## src/rtl/iram_refill_ctrl_pkg.sv

```systemverilog
// Shared types and defaults for the instruction-RAM refill controller.
// PC_SIZE / MEMORY_WORD fall back to local defaults when the codebase headers do not supply them.
`ifndef PC_SIZE
`define PC_SIZE 16
`endif
`ifndef MEMORY_WORD
`define MEMORY_WORD 32
`endif

package iram_refill_ctrl_pkg;

  localparam int unsigned LINE_WORDS_DEFAULT = 16;

  typedef enum logic [2:0] {
    IDLE  = 3'd0,
    ISSUE = 3'd1,
    DRAIN = 3'd2,
    DONE  = 3'd3,
    ABORT = 3'd4
  } refill_state_t;

endpackage

```

## src/rtl/iram_refill_fifo.sv

```systemverilog
// Two-entry return buffer between backing-memory read data and the core.
module iram_refill_fifo #(
    parameter int unsigned WORD_W = 32
) (
    input  logic              clk,
    input  logic              rst,
    input  logic              flush,
    input  logic              push,
    input  logic [WORD_W-1:0] wdata,
    input  logic              pop,
    output logic [WORD_W-1:0] rdata,
    output logic [1:0]        count,
    output logic              empty
);

    logic [WORD_W-1:0] slots [2];
    logic              wr_ptr;
    logic              rd_ptr;

    assign rdata = slots[rd_ptr];
    assign empty = (count == 2'd0);

    always_ff @(posedge clk or posedge rst) begin
        if (rst) begin
            slots[0] <= '0;
            slots[1] <= '0;
            wr_ptr   <= 1'b0;
            rd_ptr   <= 1'b0;
            count    <= '0;
        end else if (flush) begin
            wr_ptr <= 1'b0;
            rd_ptr <= 1'b0;
            count  <= '0;
        end else begin
            if (push) begin
                slots[wr_ptr] <= wdata;
                wr_ptr        <= ~wr_ptr;
            end
            if (pop) begin
                rd_ptr <= ~rd_ptr;
            end
            case ({push, pop})
                2'b10:   count <= count + 2'd1;
                2'b01:   count <= count - 2'd1;
                default: count <= count;
            endcase
        end
    end

endmodule

```

## src/rtl/iram_refill_ctrl.sv

```systemverilog
// Instruction-RAM line refill controller: issues LINE_WORDS reads, delivers words one per pulse.
// Define IRAM_CRITICAL_WORD_FIRST_EN to start at the missed word and wrap within the line.
module iram_refill_ctrl
  import iram_refill_ctrl_pkg::*;
#(
  parameter int unsigned LINE_WORDS = LINE_WORDS_DEFAULT,
  parameter int unsigned ADDR_W     = `PC_SIZE,
  parameter int unsigned WORD_W     = `MEMORY_WORD
) (
  input  logic              clk,
  input  logic              rst,
  input  logic              i_miss,
  input  logic [ADDR_W-1:0] iram_address,
  output logic [WORD_W-1:0] imem_word,
  output logic              word_ready,
  output logic              mem_req,
  output logic [ADDR_W-1:0] mem_addr,
  input  logic              mem_gnt,
  input  logic              mem_rvalid,
  input  logic [WORD_W-1:0] mem_rdata,
  output logic              refill_busy
);

  localparam int unsigned OFF_W = $clog2(LINE_WORDS);
  localparam int unsigned CNT_W = OFF_W + 1;
  localparam logic [ADDR_W-1:0] OFF_MASK = ADDR_W'(LINE_WORDS - 1);
  localparam logic [CNT_W-1:0]  LAST_IDX = CNT_W'(LINE_WORDS - 1);

  refill_state_t     state;
  refill_state_t     state_nx;

  logic [ADDR_W-1:0] line_base;
  logic [CNT_W-1:0]  issue_cnt;
  logic [CNT_W-1:0]  deliver_cnt;
  logic [1:0]        outstanding;
  logic [OFF_W-1:0]  issue_off;
`ifdef IRAM_CRITICAL_WORD_FIRST_EN
  logic [OFF_W-1:0]  start_off;
`endif

  logic              active;
  logic              credit_ok;
  logic              grant;
  logic              rvalid_acc;
  logic              last_grant;
  logic              last_word;
  logic              fifo_push;
  logic              fifo_pop;
  logic              fifo_flush;
  logic              fifo_empty;
  logic [1:0]        fifo_count;
  logic [WORD_W-1:0] fifo_rdata;

`ifdef IRAM_CRITICAL_WORD_FIRST_EN
  assign issue_off = issue_cnt[OFF_W-1:0] + start_off;
`else
  assign issue_off = issue_cnt[OFF_W-1:0];
`endif
  assign mem_addr = line_base | ADDR_W'(issue_off);

  // Buffered words hold credits too, so in-flight plus buffered never exceeds the two FIFO slots.
  assign credit_ok   = ({1'b0, outstanding} + {1'b0, fifo_count}) < 3'd2;
  assign active      = ((state == ISSUE) || (state == DRAIN)) && i_miss;
  assign mem_req     = (state == ISSUE) && i_miss && credit_ok;
  assign grant       = mem_req && mem_gnt;
  // Returns with nothing in flight (e.g. stragglers after reset) are dropped.
  assign rvalid_acc  = mem_rvalid && (outstanding != 2'd0);
  assign fifo_push   = rvalid_acc && active;
  assign fifo_pop    = active && !fifo_empty && !word_ready;
  assign fifo_flush  = (state == IDLE) || (state == ABORT);
  assign last_grant  = grant && (issue_cnt == LAST_IDX);
  assign last_word   = word_ready && (deliver_cnt == LAST_IDX);
  assign refill_busy = (state != IDLE);

  iram_refill_fifo #(
    .WORD_W(WORD_W)
  ) u_fifo (
    .clk   (clk),
    .rst   (rst),
    .flush (fifo_flush),
    .push  (fifo_push),
    .wdata (mem_rdata),
    .pop   (fifo_pop),
    .rdata (fifo_rdata),
    .count (fifo_count),
    .empty (fifo_empty)
  );

  always_ff @(posedge clk or posedge rst) begin
    if (rst) begin
      state <= IDLE;
    end else begin
      state <= state_nx;
    end
  end

  always_comb begin
    state_nx = state;
    case (state)
      IDLE: begin
        if (i_miss) state_nx = ISSUE;
      end
      ISSUE: begin
        if (!i_miss)         state_nx = ABORT;
        else if (last_grant) state_nx = DRAIN;
      end
      DRAIN: begin
        if (!i_miss)        state_nx = ABORT;
        else if (last_word) state_nx = DONE;
      end
      DONE: begin
        if (!i_miss) state_nx = IDLE;
      end
      ABORT: begin
        if (outstanding == 2'd0) state_nx = IDLE;
      end
      default: state_nx = IDLE;
    endcase
  end

  always_ff @(posedge clk or posedge rst) begin
    if (rst) begin
      line_base   <= '0;
`ifdef IRAM_CRITICAL_WORD_FIRST_EN
      start_off   <= '0;
`endif
      issue_cnt   <= '0;
      deliver_cnt <= '0;
      outstanding <= '0;
      word_ready  <= 1'b0;
      imem_word   <= '0;
    end else begin
      if ((state == IDLE) && i_miss) begin
        line_base   <= iram_address & ~OFF_MASK;
`ifdef IRAM_CRITICAL_WORD_FIRST_EN
        start_off   <= iram_address[OFF_W-1:0];
`endif
        issue_cnt   <= '0;
        deliver_cnt <= '0;
      end else begin
        if (grant)      issue_cnt   <= issue_cnt + CNT_W'(1);
        if (word_ready) deliver_cnt <= deliver_cnt + CNT_W'(1);
      end

      case ({grant, rvalid_acc})
        2'b10:   outstanding <= outstanding + 2'd1;
        2'b01:   outstanding <= outstanding - 2'd1;
        default: outstanding <= outstanding;
      endcase

      word_ready <= fifo_pop;
      imem_word  <= fifo_pop ? fifo_rdata : '0;
    end
  end

endmodule

```

## config.mk

```make
export PLATFORM = sky130hd
export DESIGN_NAME = iram_refill_ctrl
export DESIGN_NICKNAME = d
export VERILOG_FILES = /design/src/rtl/iram_refill_ctrl_pkg.sv /design/src/rtl/iram_refill_fifo.sv /design/src/rtl/iram_refill_ctrl.sv
export SDC_FILE = /design/constraint.sdc
export NUM_CORES = 1
export LEC_CHECK = 0
export CORE_ASPECT_RATIO = 0.6
export CORE_MARGIN = 2
export CORE_UTILIZATION = 50
export CTS_CLUSTER_DIAMETER = 100
export CTS_CLUSTER_SIZE = 24
export DETAILED_ROUTE_END_ITERATION = 8
export PLACE_DENSITY_LB_ADDON = 0.05
export SLEW_MARGIN = 20
export SYNTH_ARGS = -nofsm -noshare
export SYNTH_HDL_FRONTEND = slang
export SYNTH_SLANG_ARGS = --single-unit
```

## constraint.sdc

```tcl
create_clock -name clk -period 6.9 [get_ports clk]
set_clock_uncertainty 0.05 [all_clocks]
set_input_delay 1.38 -clock clk [delete_from_list [all_inputs] [get_ports clk]]
set_output_delay 1.38 -clock clk [all_outputs]
set_load 0.1 [all_outputs]
```

# == Word-level counts from Yosys, hierarchy flattened ==
# Index checks and enable logic that the tools add are counted.
# classes
addsub,7
n_lt_le_gt_ge,4
eq_ne,15
mux,26
bitwise,6
n_reduce_logical,29
# ops
op,n
32-bit 2-to-1 mux,5
64-bit bitwise mux,1
32-bit demux with 1-bit select,1
3-bit 2-to-1 mux,7
5-bit 2-to-1 mux,4
16-bit by 4-bit bitwise OR with 16-bit output,1
3-bit case mux with 5 select lines,1
1-bit logical AND,12
2-bit nonzero test,6
5-bit by 1-bit adder with 5-bit output (second input constant),2
5-bit by 4-bit equality test with 1-bit output (second input constant),2
2-bit case mux with 2 select lines,2
3-bit by 2-bit equality test with 1-bit output (second input constant),2
3-bit != test (second input constant),2
3-bit nonzero test,2
5-bit AND reduction,1
2-bit by 1-bit adder with 2-bit output (second input constant),2
2-bit by 1-bit equality test with 1-bit output (second input constant),2
2-bit equality test (second input constant),2
2-bit >= comparator (second input constant),2
2-bit logical NOT,2
1-bit 2-to-1 mux,4
2-bit != test (second input constant),2
1-bit inverter with 2-bit output,2
other kinds (13),18
# totals
register_bits,128
in_bits,53
output_inout_bits,51
word_cells,99

# == Logic depth before layout (Yosys ltp) ==
# Gate-level depths: netlist of run 1.
# depth
word_depth,8
mapped_depth,8
mapped_depth_nobuf,8

# == By module ==
# A second synthesis of run 1 with hierarchy kept.
# hier_totals
cells_unflattened,380
hier_area_um2,5410.2
# modules_own_cells
mod,instances,cells_each,area_per_inst_um2,seq_area_each_um2
iram_refill_fifo,1,191,2979.1,1701.6
iram_refill_ctrl,1,189,2431.1,1501.4

# == Worst setup path after synthesis of run 1 ==
# No wires, ideal clock.
# synth_timing
path_type,input port to output port
start,input i_miss
end,output mem_req
arrival_ps,3848
required_ps,5470
slack_ps,1622
path_stages,3
path_buffers,1
path_cell_list,nand2b_1 -> buf_2 -> nor3b_1
# synth_via
elab_chain_cells,2
# synth_lines
element,line,source
from (decl),iram_refill_ctrl.sv:12,"input logic i_miss,"
1-bit logical AND (2 in a row),iram_refill_ctrl.sv:64,assign mem_req = (state == ISSUE) && i_miss && credit_ok;
to (decl),iram_refill_ctrl.sv:16,"output logic mem_req,"
# Every way passes these cells.

# == Worst setup path in the final report of run 1 ==
# Same ends and word-level chain as after synthesis.

==> impl_summary.txt, run 1 <==
----------------------------------------------------
[Outcome]
  Result of the run ... finished clean

[Final layout]
  Number of fillers in the final layout ... 735
  Non-filler instance count after layout ... 622
  Ratio of cells with drive above 1 in the final layout ... 24.8%
  Register area ... 3200 um2
  Area used by multi-input combinational logic ... 1930 um2
  Final standard cell area without fillers ... 6910 um2
  Final antenna diode count ... 0
  Number of nets in the layout ... 529
  Post-layout utilization of the core ... 66.4%
  Synth-to-Final Area Change ... 30.8%

[Logic synthesis]
  Synthesized area per cell ... 14.2 um2
  Dominant cell type by area after synthesis ... sky130_fd_sc_hd__dfrtp_1
  Number of standard cells after synthesis ... 372
  Number of synthesized register bits ... 128
  Cell Area, Synth ... 5290 um2
  EDFF count, synth ... 0
  List of most frequent post-synthesis cells ... sky130_fd_sc_hd__dfrtp_1 (128), sky130_fd_sc_hd__mux2_2 (69), sky130_fd_sc_hd__nor2_1 (37)
  Syn_nets ... 431
  Total number of yosys warnings ... 0
  Proportion of synthesized flip-flops having asynchronous set or reset ... 100%
  Dominant register cell in the synthesized netlist ... sky130_fd_sc_hd__dfrtp_1
  Cell types occupying the most area after synthesis ... sky130_fd_sc_hd__dfrtp_1 (61%), sky130_fd_sc_hd__mux2_2 (15%), sky130_fd_sc_hd__mux2i_1 (6.6%)
  Post-synthesis sequential area ratio ... 60.6%
  Distinct cell type count after synthesis ... 43
  Most repeated cell in the gate-level netlist after synthesis ... sky130_fd_sc_hd__dfrtp_1
  Proportion of netlist area held by the largest area contributor ... 60.6%

[Pwr]
  Fraction of power consumed by combinational cells ... 30.7%
  Part of the total power dissipated in sequential elements ... 38.0%
  Pint ... 1.78 mW
  Overall Power ... 2.72 mW
  Clock share of power ... 31.3%
  Switching share of power ... 34.8%
  Leakage power ... 3.04 nW
  Power dissipated by switching net loads ... 0.947 mW
  Total power density per cell area ... 394 nW/um2
  Worst VDD drop ... 0.325 mV

[CTS]
  Buffers inserted by post-CTS timing repair ... 0
  Number of buffers inserted by hold repair at cts ... 0
  Maximum level of the CTS H-tree ... 4
  TritonCTS clock tree ... yes
  Clock-pin slew of the registers on the worst-case setup and hold paths ... 0.05 ns
  Number of clock sinks ... 128
  Clock latency reported for the late side of the worst-skew pair ... 0.41 ns
  Number of instances resized during post-cts repair ... 0
  Clock buffer count from CTS ... 17
  Cell at the root of the clock tree ... sky130_fd_sc_hd__clkbuf_16
  Maximum buffer depth of the clock tree ... 2

[Global route]
  Via count of the first global-routing pass ... 3316
  GRT Resource Usage Total ... 18.8%
  Wire length of the first global-routing pass ... 16200 um
  Pin count of the biggest net entering global routing ... 72
  Total global routing overflow ... 0
  Initial antenna violation count ... 0

[Placed design]
  Count of buffers inserted at the top-level ports ... 99
  Worst slack at placement ... 1.84 ns
  GP Congestion ... 0.728
  Post-place instance area ... 6340 um2
  HPWL after detailed placement ... 6070 um
  Number of cells after detailed placement ... 590

[Routing]
  Avg Vias per Cell ... 5.04
  Wire length per cell after detailed routing ... 15.8 um
  Pre-antenna DRT Iters ... 6
  Routed Antenna Nets ... 0
  Number of DRC markers after the initial detailed-route iteration ... 129
  Detailed-route wire length ... 9850 um
  Via count ... 3137
  Residual DRC ... 0

[STA]
  Relative slew margins ... 27.6%
  Post-layout worst setup margin ... 1.83 ns
  RSZ-0062 raised after global routing ... false
  Time the final worst path needs with I/O delays and setup ... 5.07 ns
  Number of endpoints with negative hold slack in the final report ... 0
  Aggregate negative setup slack ... 0 ns
  Transition at the pin with the smallest max-transition slack ... 1.09 ns
  Number of setup violations in the final report ... 0
  Worst hold slack ... 0.435 ns
  Post-route fraction of the period consumed by the critical path ... 73.5%
  Count of pins over their slew limit ... 0
  Timing-limited maximum frequency ... 0.197 GHz

[Floorplanning]
  Core Region ... 10400 um2
  Initial Util ... 50.8%
  Vert. Die Dim ... 83.6 um
  Width of the die ... 137 um
  Total Die Area ... 11400 um2
  Number of top-level pins ... 104
  Floorplan row count ... 29

[Hold path]
  Hold/Removal Path Class ... flop to flop

[Worst setup path]
  Critical Path End Type ... primary output
  Crit path arrival time ... 3.64 ns
  Type of the worst setup path ... input pin to primary output
  Required time at the worst-slack endpoint ... 5.47 ns
  CP max FO ... 10
  Sort of element at the start of the critical path ... input pin

[Run]
  MaxCap Viol Count ... 0

----------------------------------------------------
-- kinds of logic (layout without fill, tap and decap cells) --
group,after synthesis,after routing,share of synthesized area (%)
flops,128,128,60.6
mux,111,111,22.8
simple gates,71,71,8.07
buf+inv,29,140,3.03
compound gates,15,15,1.78
xor+xnor,12,12,2.13
fa+ha+maj,6,6,1.56
-- placed cells by master, fill, tap and decap left out, types with 2 or more instances in the layout --
cell type                           n
sky130_fd_sc_hd__xor2_1             6
sky130_fd_sc_hd__nor2_4             9
sky130_fd_sc_hd__inv_1              5
sky130_fd_sc_hd__nand3_1            2
sky130_fd_sc_hd__mux2_1             7
sky130_fd_sc_hd__nand2b_1           2
sky130_fd_sc_hd__and3_1             3
sky130_fd_sc_hd__mux2i_1           35
sky130_fd_sc_hd__or3_1              2
sky130_fd_sc_hd__clkbuf_1           3
sky130_fd_sc_hd__a211oi_1           2
sky130_fd_sc_hd__ha_1               5
sky130_fd_sc_hd__bufinv_16          2
sky130_fd_sc_hd__a21oi_1            7
sky130_fd_sc_hd__mux2_2            69
sky130_fd_sc_hd__xnor2_1            5
sky130_fd_sc_hd__nand2_1            2
sky130_fd_sc_hd__nor2_1            37
sky130_fd_sc_hd__buf_4              3
sky130_fd_sc_hd__clkbuf_16         17
sky130_fd_sc_hd__clkinv_2           6
sky130_fd_sc_hd__dfrtp_1          127
sky130_fd_sc_hd__clkinv_4           2
sky130_fd_sc_hd__clkdlybuf4s50_1   99
-- routing by layer --
metal	share of wire, %	vias up	GRT usage, %
li1	-	1479	-
met1	48	1572	25.1
met2	45	74	27.8
met3	6.0	12	6.25
met4	1.2	0	8.81
met5	0	-	0
-- sequential cells by signal, summed over array words and instances (netlist names), 2 cells and up --
name          cells
deliver_cnt       5
imem_word        32
issue_cnt         5
line_base        12
outstanding       2
state             3
u_fifo.count      2
u_fifo.slots     64
-- power groups by stage --
| stage | sequential, mW | combinational, mW | clock, mW |
|---|---|---|---|
| 6_report | 1.04 | 0.835 | 0.853 |
| 5_1_grt | 1.06 | 0.884 | 0.909 |
| 4_1_cts | 1.04 | 0.844 | 0.870 |
| 3_5_place_dp | 1.05 | 0.842 | 0 |
| 3_3_place_gp | 1.04 | 0.827 | 0 |
| 2_1_floorplan | 1.30 | 0.391 | 0 |
-- final cells by class --
| class | instances | share of cell area, % |
|---|---|---|
| sequential | 128 | 46.4 |
| multi-input combinational | 215 | 27.9 |
| timing repair buffer | 102 | 14.7 |
| clock buffer | 21 | 6.52 |
| tap | 139 | 2.52 |
| clock inverter | 11 | 1.67 |
| inverter | 6 | 0.362 |
-- critical path, cell delays in order --
cell                              delay (ns)
sky130_fd_sc_hd__clkdlybuf4s50_1        0.48
sky130_fd_sc_hd__nand2b_1               0.27
sky130_fd_sc_hd__nor3b_1                0.32
sky130_fd_sc_hd__clkdlybuf4s50_1        1.18
-- final timing paths --
kind,endpoint,slack (ns),cells past startpoint,from
worst max-delay path,mem_req,1.83,4,i_miss
worst min-delay path,u_fifo.slots[60],0.43,1,u_fifo.slots[60]
worst max register to register,u_fifo.slots[36],4.23,4,state[2]
worst min register to register,u_fifo.slots[60],0.43,1,u_fifo.slots[60]
max in group asynchronous,imem_word[25],4.11,3,rst
min in group asynchronous,imem_word[26],1.44,2,rst
Note: power is estimated with default switching activity, not from simulation.
==> run 2, diff against run 1 <==
--- a/config.mk
+++ b/config.mk
@@ -7,7 +7,7 @@
 export LEC_CHECK = 0
 export CORE_ASPECT_RATIO = 0.6
 export CORE_MARGIN = 2
-export CORE_UTILIZATION = 50
+export CORE_UTILIZATION = 46
 export CTS_CLUSTER_DIAMETER = 100
 export CTS_CLUSTER_SIZE = 24
 export DETAILED_ROUTE_END_ITERATION = 8
==> constraint.sdc (replaced) <==
create_clock -name clk -period 4.15 [get_ports clk]
set_clock_uncertainty 0.05 [all_clocks]
set_input_delay 0.83 -clock clk [delete_from_list [all_inputs] [get_ports clk]]
set_output_delay 0.83 -clock clk [all_outputs]
set_load 0.1 [all_outputs]
==> run 2 against run 1 <==
Worst setup slack worse by 0.87 ns. Cell count is 1.4% higher. Combinational power is 68% higher. Largest cell class unchanged. Non-clock buffer count increased by 4. Clock-buffer cell count fell by 2. Worst hold slack better by 0.0025 ns. Power grew 81%. First-iteration DRC count is 4.7% higher. Critical path depth rose by 1. Die area increased by 8.4%. Via count increased by 1.8%. Wire length up 3.2%.
==> impl_summary.txt, run 2 (same netlist as run 1, synthesis figures left out) <==
----------------------------------------------------
[Outcome]
  Result of the run ... finished clean

[Placed design]
  HPWL after detailed placement ... 6470 um (+6.5%)
  Post-place instance area ... 6400 um2 (+0.83%)
  Worst slack at placement ... 0.858 ns (-0.982 ns)
  Count of buffers inserted at the top-level ports ... 99 (unchanged)
  GP Congestion ... 0.771 (+5.9%)

[STA]
  Number of setup violations in the final report ... 0 (unchanged)
  Count of pins over their slew limit ... 0 (unchanged)
  Time the final worst path needs with I/O delays and setup ... 3.19 ns
  RSZ-0062 raised after global routing ... false
  Post-route fraction of the period consumed by the critical path ... 76.9%
  Transition at the pin with the smallest max-transition slack ... 1.08 ns (-0.00610 ns)
  Relative slew margins ... 28.0% (+0.41 points)
  Aggregate negative setup slack ... 0 ns (unchanged)
  Number of endpoints with negative hold slack in the final report ... 0 (unchanged)
  Post-layout worst setup margin ... 0.960 ns (-0.869 ns)
  Timing-limited maximum frequency ... 0.314 GHz

[Floorplanning]
  Total Die Area ... 12400 um2 (+8.4%)
  Initial Util ... 46.9% (-3.8 points)
  Core Region ... 11300 um2 (+8.1%)
  Width of the die ... 142 um (+4.1%)
  Number of top-level pins ... 104 (unchanged)
  Vert. Die Dim ... 87.0 um (+4.1%)
  Floorplan row count ... 30 (+3.4%)

[Hold path]
  Hold Path Origin ... u_fifo.slots[60]
  Hold/Removal Path Class ... flop to flop
  Number of instances on the worst hold path ... 1 (unchanged)

[CTS]
  Cell at the root of the clock tree ... sky130_fd_sc_hd__clkbuf_16
  Clock-pin slew of the registers on the worst-case setup and hold paths ... 0.06 ns (about the same)
  Number of instances resized during post-cts repair ... 0 (unchanged)
  Maximum level of the CTS H-tree ... 4 (unchanged)
  Buffers inserted by post-CTS timing repair ... 0 (unchanged)
  Maximum buffer depth of the clock tree ... 2 (unchanged)
  Clock latency reported for the late side of the worst-skew pair ... 0.40 ns (about the same)
  Clock buffer count from CTS ... 17 (unchanged)
  Number of buffers inserted by hold repair at cts ... 0 (unchanged)
  TritonCTS clock tree ... yes
  Number of clock sinks ... 128 (unchanged)

[Final layout]
  Top register by number of flip-flops ... u_fifo.slots
  Ratio of cells with drive above 1 in the final layout ... 26.3% (+1.4 points)
  Final standard cell area without fillers ... 7120 um2 (+3.1%)
  Synth-to-Final Area Change ... 34.8%
  Leading cell types in the layout, fill and taps excluded ... sky130_fd_sc_hd__dfrtp_1 (127), sky130_fd_sc_hd__clkdlybuf4s50_1 (98), sky130_fd_sc_hd__mux2_2 (69)
  Register area ... 3200 um2 (unchanged)
  Final antenna diode count ... 0 (unchanged)
  Area used by multi-input combinational logic ... 1930 um2 (+0.26%)
  Largest registers ranked by flip-flop count ... u_fifo.slots x64, imem_word x32, line_base x12
  Largest register FFs ... 64 (unchanged)
  Number of nets in the layout ... 533 (+0.76%)
  Post-layout utilization of the core ... 63.2% (-3.1 points)
  Number of fillers in the final layout ... 871 (+19%)
  Leading cell type in the layout, fill and taps excluded ... sky130_fd_sc_hd__dfrtp_1

[Worst setup path]
  Worst setup path startpoint ... u_fifo.count[0]
  Type of the worst setup path ... flop to primary output
  Required time at the worst-slack endpoint ... 3.27 ns (-2.20 ns)
  Origin of the critical flop-to-flop path ... u_fifo.count[0]
  Sort of element at the start of the critical path ... flop
  Depth of the most critical reg-to-reg path ... 8 (+4)
  CP max FO ... 6 (-4)
  Critical Path End Type ... primary output
  Crit path arrival time ... 2.31 ns (-1.33 ns)

[Global route]
  Via count of the first global-routing pass ... 3235 (-2.4%)
  Pin count of the biggest net entering global routing ... 75 (+4.2%)
  Wire length of the first global-routing pass ... 16500 um (+2.1%)
  Initial antenna violation count ... 0 (unchanged)
  GRT Resource Usage Total ... 17.8% (-1.0 points)
  Total global routing overflow ... 0 (unchanged)

[Pwr]
  Fraction of power consumed by combinational cells ... 28.4% (-2.3 points)
  Pint ... 3.33 mW (+88%)
  Worst VDD drop ... 0.402 mV (+24%)
  Clock share of power ... 36.6% (+5.3 points)
  Total power density per cell area ... 692 nW/um2 (+76%)
  Leakage power ... 3.13 nW (+2.8%)
  Switching share of power ... 32.4% (-2.4 points)
  Part of the total power dissipated in sequential elements ... 35.0% (-3.0 points)
  Power dissipated by switching net loads ... 1.60 mW (+69%)

[Routing]
  Pre-antenna DRT Iters ... 4 (-2)
  Wire length per cell after detailed routing ... 16.1 um (+1.7%)
  Avg Vias per Cell ... 5.06 (+0.40%)
  Residual DRC ... 0 (unchanged)
  Detailed-route wire length ... 10200 um (+3.2%)
  Routed Antenna Nets ... 0 (unchanged)
  Number of DRC markers after the initial detailed-route iteration ... 135 (+4.7%)
  Via count ... 3195 (+1.8%)

[Run]
  MaxCap Viol Count ... 0 (unchanged)

----------------------------------------------------
[run 2: changes by cell type in the layout (fill, tap and decap cells not counted), sizes merged]
| cell | previous run | this run |
|---|---|---|
| clkinv | 8 | 2 |
| bufinv | 2 | 8 |
| clkdlybuf4s50 | 99 | 98 |
| clkinvlp | 1 | 3 |
| clkbuf | 21 | 19 |
| buf | 3 | 8 |
[run 2: power groups by stage]
stage | Clock, mW | Sequential (mW) | Combinational [mW]
finish | 1.80 | 1.72 | 1.40
global route | 1.91 | 1.76 | 1.48
CTS | 1.84 | 1.73 | 1.42
detailed placement | 0 | 1.75 | 1.41
global placement | 0 | 1.73 | 1.38
floorplan | 0 | 2.17 | 0.652
[run 2: path summary, 6_finish.rpt]
| path | end | slack, ns |
|---|---|---|
| setup / recovery | mem_req | 0.96 |
| hold reg to reg | u_fifo.slots[60] | 0.44 |
| min in group asynchronous | line_base[8] | 0.91 |
| max in group asynchronous | imem_word[12] | 2.30 |
| setup reg to reg | outstanding[1] | 1.65 |
| hold / removal | u_fifo.slots[60] | 0.44 |
[run 2: layout make-up]
cell class	count	share of cell area (%)
clock buffers	19	6.22
clock inverters	13	3.95
inverters	6	0.369
multi-input cells	215	27.1
flip-flops and latches	128	45.0
well taps	144	2.53
repair buffers	106	14.8
[run 2: routing by layer]
metal	vias up	GRT usage, %	wire [um]
met5	-	0	0
met4	0	6.84	131
met3	18	5.83	613
met2	82	26.5	4600
met1	1611	24.4	4810
li1	1484	-	-
[run 2: stage by stage]
stage,std cells,hold WS (ns),power [mW]
floorplan,372,0.407,2.82
global placement,599,0.421,3.11
detailed placement,599,0.431,3.15
CTS,631,0.444,4.98
global route,631,0.450,5.15
finish,631,0.437,4.93
[run 2: worst max-delay path: stages, from the launching register on]
cell                      delay [ns]
sky130_fd_sc_hd__dfrtp_1        0.43
sky130_fd_sc_hd__and2_1         0.20
sky130_fd_sc_hd__fa_1           0.44
sky130_fd_sc_hd__nor3b_2        0.26
sky130_fd_sc_hd__nor3b_2        0.25
sky130_fd_sc_hd__buf_4          0.33
